<file path="src/rtl/i2c_pkg.sv">
// Shared I2C definitions: bus arbiter state encoding and defaults, plus the
// device/register addresses used by the sensor blocks.
package i2c_pkg;

    typedef enum logic [1:0] {
        ARB_IDLE    = 2'd0,
        ARB_GRANTED = 2'd1,
        ARB_GAP     = 2'd2
    } arb_state_t;

    localparam int DEF_BUS_FREE_CYCLES = 16;

    localparam logic [6:0] I2C_ADDR_TEMP_SENSOR = 7'h48;
    localparam logic [6:0] I2C_ADDR_IMU         = 7'h68;

    localparam logic [7:0] REG_TEMP_CONFIG      = 8'h01;
    localparam logic [7:0] REG_IMU_PWR_MGMT     = 8'h6B;
    localparam logic [7:0] REG_IMU_WHO_AM_I     = 8'h75;

endpackage

</file>
<file path="src/rtl/rr_pick.sv">
// Combinational round-robin selector: first set request bit at or above ptr,
// wrapping from N-1 back to 0.
module rr_pick #(
    parameter int N = 2,
    parameter int W = $clog2(N)
) (
    input  logic [N-1:0] req,
    input  logic [W-1:0] ptr,
    output logic         valid,
    output logic [W-1:0] index
);

    // Walk offsets from the far end so the smallest offset from ptr wins.
    always_comb begin
        valid = 1'b0;
        index = '0;
        for (int k = N - 1; k >= 0; k--) begin
            if (req[(int'(ptr) + k) % N]) begin
                valid = 1'b1;
                index = W'((int'(ptr) + k) % N);
            end
        end
    end

endmodule

</file>
<file path="src/rtl/i2c_bus_arbiter.sv">
// Grants one of NUM_REQ I2C masters exclusive use of the shared scl/sda pads,
// with a guaranteed bus-free gap between owners. ARB_TIMEOUT_EN bounds grants.
//
// state       | meaning
// ARB_IDLE    | bus released, arbitrating pending requests
// ARB_GRANTED | owner_id drives the pad pull-down enables
// ARB_GAP     | bus forced released for BUS_FREE_CYCLES cycles
module i2c_bus_arbiter
    import i2c_pkg::*;
#(
    parameter int NUM_REQ         = 2,
    parameter int BUS_FREE_CYCLES = DEF_BUS_FREE_CYCLES,
    parameter int TIMEOUT_CYCLES  = 1000000
) (
    input  logic                       clock,
    input  logic                       reset_n,
    input  logic [NUM_REQ-1:0]         req,
    input  logic [NUM_REQ-1:0]         scl_oe_in,
    input  logic [NUM_REQ-1:0]         sda_oe_in,
    output logic [NUM_REQ-1:0]         grant,
    output logic [$clog2(NUM_REQ)-1:0] owner_id,
    output logic                       busy,
    output logic                       scl_oe_out,
    output logic                       sda_oe_out,
    output logic                       timeout_err
);

    localparam int IDW = $clog2(NUM_REQ);
    localparam int GCW = (BUS_FREE_CYCLES > 1) ? $clog2(BUS_FREE_CYCLES) : 1;

    if (NUM_REQ < 2 || NUM_REQ > 8) begin : g_bad_num_req
        $error("i2c_bus_arbiter: NUM_REQ must be 2..8");
    end
    if (BUS_FREE_CYCLES < 1 || TIMEOUT_CYCLES < 1) begin : g_bad_cycles
        $error("i2c_bus_arbiter: BUS_FREE_CYCLES and TIMEOUT_CYCLES must be >= 1");
    end

    arb_state_t         state_q, state_d;
    logic [IDW-1:0]     owner_q, owner_d;
    logic [IDW-1:0]     ptr_q, ptr_d;
    logic [GCW-1:0]     gap_q, gap_d;
    logic [NUM_REQ-1:0] owner_dec;
    logic [NUM_REQ-1:0] req_elig;
    logic               pick_valid;
    logic [IDW-1:0]     pick_idx;
    logic               release_now;
    logic               revoke_now;

    assign owner_dec   = {{(NUM_REQ-1){1'b0}}, 1'b1} << owner_q;
    assign release_now = (state_q == ARB_GRANTED) && !req[owner_q];

`ifdef ARB_TIMEOUT_EN
    localparam int TCW = $clog2(TIMEOUT_CYCLES + 1);

    logic [TCW-1:0]     tmo_q;
    logic [NUM_REQ-1:0] mask_q;
    logic               err_q;

    // A voluntary release on the terminal cycle wins over the revoke.
    assign revoke_now  = (state_q == ARB_GRANTED) && req[owner_q] && (tmo_q == '0);
    assign req_elig    = req & ~mask_q;
    assign timeout_err = err_q;

    always_ff @(posedge clock) begin
        if (!reset_n) begin
            tmo_q  <= '0;
            mask_q <= '0;
            err_q  <= 1'b0;
        end else begin
            if (state_q == ARB_IDLE && pick_valid) begin
                tmo_q <= TCW'(TIMEOUT_CYCLES - 1);
            end else if (state_q == ARB_GRANTED && tmo_q != '0) begin
                tmo_q <= tmo_q - 1'b1;
            end
            // A revoked master stays masked until its req is seen low.
            mask_q <= (mask_q & req) | (revoke_now ? owner_dec : '0);
            if (revoke_now) begin
                err_q <= 1'b1;
            end
        end
    end
`else
    assign revoke_now  = 1'b0;
    assign req_elig    = req;
    assign timeout_err = 1'b0;
`endif

    rr_pick #(
        .N (NUM_REQ),
        .W (IDW)
    ) u_rr_pick (
        .req   (req_elig),
        .ptr   (ptr_q),
        .valid (pick_valid),
        .index (pick_idx)
    );

    always_ff @(posedge clock) begin
        if (!reset_n) begin
            state_q <= ARB_IDLE;
            owner_q <= '0;
            ptr_q   <= '0;
            gap_q   <= '0;
        end else begin
            state_q <= state_d;
            owner_q <= owner_d;
            ptr_q   <= ptr_d;
            gap_q   <= gap_d;
        end
    end

    always_comb begin
        state_d = state_q;
        owner_d = owner_q;
        ptr_d   = ptr_q;
        gap_d   = gap_q;
        case (state_q)
            ARB_IDLE: begin
                if (pick_valid) begin
                    state_d = ARB_GRANTED;
                    owner_d = pick_idx;
                end
            end
            ARB_GRANTED: begin
                if (release_now || revoke_now) begin
                    state_d = ARB_GAP;
                    ptr_d   = (owner_q == IDW'(NUM_REQ - 1)) ? '0 : owner_q + 1'b1;
                    gap_d   = GCW'(BUS_FREE_CYCLES - 1);
                end
            end
            ARB_GAP: begin
                if (gap_q == '0) begin
                    state_d = ARB_IDLE;
                end else begin
                    gap_d = gap_q - 1'b1;
                end
            end
            default: state_d = ARB_IDLE;
        endcase
    end

    assign grant      = (state_q == ARB_GRANTED) ? owner_dec : '0;
    assign owner_id   = owner_q;
    assign busy       = (state_q != ARB_IDLE);
    assign scl_oe_out = (state_q == ARB_GRANTED) && scl_oe_in[owner_q];
    assign sda_oe_out = (state_q == ARB_GRANTED) && sda_oe_in[owner_q];

endmodule

</file>
<file path="config.mk">
export PLATFORM = sky130hd
export DESIGN_NAME = i2c_bus_arbiter
export DESIGN_NICKNAME = d
export VERILOG_FILES = /design/src/rtl/i2c_pkg.sv /design/src/rtl/rr_pick.sv /design/src/rtl/i2c_bus_arbiter.sv
export SDC_FILE = /design/constraint.sdc
export NUM_CORES = 1
export LEC_CHECK = 0
export ABC_CLOCK_PERIOD_IN_PS = 2200
export CAP_MARGIN = 10
export CORE_AREA = 2 2 39 41
export CTS_CLUSTER_SIZE = 28
export DETAILED_ROUTE_END_ITERATION = 10
export DIE_AREA = 0 0 41 43
export PLACE_DENSITY_LB_ADDON = 0.12
export SYNTH_ARGS = -nofsm -noshare
export SYNTH_HDL_FRONTEND = slang
export SYNTH_SLANG_ARGS = --single-unit
</file>
<file path="constraint.sdc">
create_clock -name clock -period 2.2 [get_ports clock]
set_clock_uncertainty 0.15 [all_clocks]
set_input_delay 0.44 -clock clock [delete_from_list [all_inputs] [get_ports clock]]
set_output_delay 0.44 -clock clock [all_outputs]
set_load 0.05 [all_outputs]
</file>
# Word-level counts from Yosys, hierarchy flattened
# Index checks and enable logic that the tools add are counted.
[totals]
ff_bits = 8
inputBits = 8
wordCells = 54
[classes]
addsub = 3
order_cmp = 3
eq_ne = 6
n_shift = 1
mux = 24
bitwise = 1
reduce_logical = 12
[ops]
columns = ["cell", "n"]
rows = [
  ["$mux W1", 16],
  ["$mux W2", 4],
  ["$mux W4", 2],
  ["$ne A2 B2 Y1 const B", 4],
  ["$pmux W4 S2", 1],
  ["$pmux W2 S3", 1],
  ["$reduce_and A3 Y1", 2],
  ["$logic_not A4 Y1", 1],
  ["$lt A1 B2 Y1 const B", 2],
  ["$reduce_and A2 Y1", 2],
  ["$reduce_bool A2 Y1", 2],
  ["$sub A4 B1 Y4 const B", 1],
  ["$logic_and A1 B1 Y1", 3],
  ["$lt A2 B3 Y1 const B", 1],
  ["$add A1 B1 Y1 const B", 2],
  ["$eq A2 B1 Y1 const B", 1],
  ["$eq A2 B2 Y1 const B", 1],
  ["$logic_not A2 Y1", 1],
  ["$shl A1 B1 Y2 const A", 1],
  ["$and A1 B1 Y1 const A", 1],
  ["$logic_not A1 Y1", 1],
]

# Logic depth before layout (Yosys ltp)
[depth]
word_depth = 9
depth_mapped = 5
depth_no_buf = 5

# By module
# Synthesis repeated with hierarchy kept, for this count alone.
[unflattened]
cells_unflattened = 55
area_unflattened_um2 = 488.0
[modules_own_cells]
columns = ["mod", "n_inst", "cells_each", "area_per_inst_um2", "seq_area_each_um2"]
rows = [
  ["i2c_bus_arbiter", 1, 52, 470.5, 160.2],
  ["rr_pick", 1, 3, 17.5, 0.0],
]

# Least setup slack after synthesis
# No wires, ideal clock.
[synth_path]
path_type = "reg-to-output"
startpoint = "register owner_q, in the netlist owner_id"
endpoint = "output grant[1]"
arrival_time_ns = 1.590
path_slack_ns = 0.020
stages_incl_launch_ff = 4
path_buffers = 1
path_cell_list = "dfxtp_1 buf_2 inv_1 nor2_1"
[synth_between]
elab_chain_len = 2
[synth_rtl]
columns = ["item", "line", "text"]
rows = [
  ["from (decl)", "i2c_bus_arbiter.sv:39", "logic [IDW-1:0] owner_q, owner_d;"],
  ["from (signal assigned)", "i2c_bus_arbiter.sv:106", "owner_q <= owner_d;"],
  ["$shl A1 B1 Y2", "i2c_bus_arbiter.sv:49", "assign owner_dec = {{(NUM_REQ-1){1'b0}}, 1'b1} << owner_q;"],
  ["$mux W2", "i2c_bus_arbiter.sv:142", "assign grant = (state_q == ARB_GRANTED) ? owner_dec : '0;"],
  ["to (decl)", "i2c_bus_arbiter.sv:20", "output logic [NUM_REQ-1:0] grant,"],
]
# Every way passes these cells.

# Worst setup path after layout
[layout_path]
startpoint = "input scl_oe_in[1]"
endpoint = "output scl_oe_out"
[layout_between]
elab_chain_len = 3
[layout_rtl]
columns = ["item", "line", "text"]
rows = [
  ["from (decl)", "i2c_bus_arbiter.sv:18", "input logic [NUM_REQ-1:0] scl_oe_in,"],
  ["$mux W1 (not written as such) (2 in series)", "i2c_bus_arbiter.sv:145", "assign scl_oe_out = (state_q == ARB_GRANTED) && scl_oe_in[owner_q];"],
  ["$logic_and A1 B1 Y1", "i2c_bus_arbiter.sv:145", ""],
  ["to (decl)", "i2c_bus_arbiter.sv:23", "output logic scl_oe_out,"],
]
# Every way passes these cells. The select of a mux whose other input is x is not followed.

==> flow_summary.json <==
{
  "max-clock-path-buffers": 2,
  "cts_made_buffers": 3,
  "dp_hpwl_um": 736.5,
  "holdCritPathClass": "reg -> reg",
  "ant_nets": 0,
  "layout_min_cycle_time_ns": 1.887,
  "fmax_mhz": 529.9,
  "wl_per_cell_um": 11.70,
  "ys_seq_area_frac": 0.3526,
  "drc": 0,
  "finalHoldViolCount": 0,
  "die_area_um2": 1763,
  "finalSetupTns_ns": 0,
  "cp_cell_sequence": "clkdlybuf4s50_1 -> mux2i_1 -> nor2_1 -> buf_12",
  "hold-worst-slack_ns": 0.3391,
  "clockRootBuffer": "clkbuf_4",
  "initialDrtViolationCount": 7,
  "netlist_area_um2": 454.2,
  "start_util": 0.3282,
  "critical-path-max-stage-delay_ns": 0.45,
  "boundaryPins": 15,
  "rsz0062_at_grt": "false",
  "syn_to_final_growth_pct": 37.47,
  "syn_nets": 61,
  "dr.pass1.iters": 4,
  "grt_antenna_before_repair": 0,
  "die_x_um": 41,
  "diodes": 0,
  "status": "finished, final reports clean",
  "post_layout_nonfiller_instances": 82,
  "critPathMaxFanout": 1,
  "dp_slack_ns": 0.2807,
  "multi_input_area_um2": 262.8,
  "holdBufCountCts": 0,
  "avgSynthCellArea_um2": 8.734,
  "slew_viol_final": 0,
  "p_leak_nw": 0.2576,
  "r2r_setup_slack_ns": 0.50,
  "viasPerCell": 5.037,
  "track_usage": 0.1394,
  "die_height_um": 43,
  "crit_slowest_cell": "clkdlybuf4s50_1",
  "grt_max_degree": 8,
  "ctsResizeCount": 0,
  "fill_cells": 132,
  "seq_area_um2": 160.2,
  "post-cts-setup-buffer-count": 0,
  "vdd_drop_max_mv": 0.3004,
  "vias": 413,
  "r2r_cells": 5,
  "worstPathRequired_ns": 1.61,
  "drt-total-wl_um": 959,
  "setup_viol": 0,
  "rows": 14,
  "cp-end-kind": "output pin",
  "p_total_mw": 0.4312,
  "max-cap-violations": 0,
  "coreArea_um2": 1384,
  "h-tree-depth": 1,
  "dp_cells": 79,
  "synth-seq-cells": 8,
  "grt_first_pass_wirelength_um": 1628,
  "yosysWarnings": 0,
  "gr-total-overflow": 0,
  "critPathKind": "in -> out",
  "io_buffers": 13,
  "final_core_util": 0.4512,
  "crit_arrival_ns": 1.30,
  "clkLatencyLatePin_ns": 0.25,
  "finalWorstSetupSlack_ns": 0.3128,
  "clkSinkCount": 8,
  "power_density_nw_per_um2": 690.6,
  "hold_depth": 2,
  "clk_pin_slew_worst_paths_ns": 0.05,
  "syn_inst": 52,
  "post-route-period-util": 0.8578,
  "cts_tree": "built",
  "critPathLaunchType": "input pin",
  "grt_pass1_vias": 413,
  "globalplace.congestion": 0.7403,
  "synth.distinct_cells": 27,
  "place_area_um2": 601.8,
  "layout.nets": 77,
  "drive_above_1_share": 0.1970,
  "final_area_um2": 624.3
}
cell families (layout without fill, tap and decap cells):
group           count (synthesis)  after routing  synth area share
compound gates                 14             14            0.2232
fa+ha+maj                       1              1           0.02754
buf+inv                         7             21           0.06887
flops                           8              8            0.3526
mux                             3              3           0.06612
other cells                     1              1          0.008257
simple gates                   18             18            0.2534
power breakdown:
part           total, mW  internal, mW  leakage, nW  switching [mW]
sequential         0.174         0.160       0.0659          0.0140
combinational      0.145        0.0659        0.178          0.0794
clock              0.112        0.0624       0.0138          0.0494
total              0.431         0.288        0.258           0.143
worst max-delay path, delay by kind of cell:
| kind | cells | cell delay [ns] |
|---|---|---|
| muxes | 1 | 0.06 |
| and+or+nand+nor | 1 | 0.18 |
| buffers and inverters | 2 | 0.61 |
cell usage in the layout, fill, tap and decap left out, types with 3 or more instances in the layout:
| cell | synthesis | final |
|---|---|---|
| dfxtp_1 | 8 | 8 |
| clkdlybuf4s50_1 | 0 | 7 |
| nor2_1 | 6 | 6 |
| inv_1 | 5 | 5 |
| buf_4 | 1 | 4 |
| mux2i_1 | 3 | 3 |
| o31a_1 | 3 | 3 |
| clkbuf_4 | 0 | 3 |
synth_stat cells, drive strengths merged:
cell type  n  area [µm²]
and4b      1       11.26
ha         1       12.51
o311a      1       10.01
a2111oi    1       8.760
and4bb     1       12.51
nand2b     2       12.51
o21ai      2       10.01
buf        2       12.51
nor2b      1       6.260
and2       1       8.760
a21oi      2       10.01
a21boi     2       15.01
o31a       3       26.28
or3b       1       11.26
nand3      2       10.01
and2b      1       7.510
inv        5       18.77
mux2i      3       30.03
nor3       1       5.000
conb       1       3.750
nor3b      1       7.510
o21a       1       7.510
nor2       6       22.52
dfxtp      8       160.2
a21o       1       7.510
a31oi      1       6.260
worst paths after layout:
kind / from / endpoint
worst max-delay path: scl_oe_in[1] / scl_oe_out
worst min-delay path: ptr_q$_SDFFE_PN0P_ / ptr_q$_SDFFE_PN0P_
worst max register to register: gap_q[0]$_SDFFE_PN0P_ / gap_q[1]$_SDFFE_PN0P_
worst min register to register: ptr_q$_SDFFE_PN0P_ / ptr_q$_SDFFE_PN0P_
layer usage:
layer	up-vias	routed length (µm)	global-route usage
met3	4	61	0.01571
met1	184	427	0.1377
met4	0	27	0.1200
met5	-	0	0
li1	211	-	-
met2	14	443	0.2344
state kept, by name, indices dropped and copies added, names as in the netlist:
name	flops
gap_q	4
owner_id	1
ptr_q	1
state_q	2
final cells by class:
type	instances	area share
Clock buffer	3	0.03607
Inverter	5	0.03006
Multi-Input combinational cell	37	0.4208
Sequential cell	8	0.2565
Tap cell	16	0.03206
Timing Repair Buffer	13	0.2244
No activity file was read; power rests on OpenSTA's default activity.
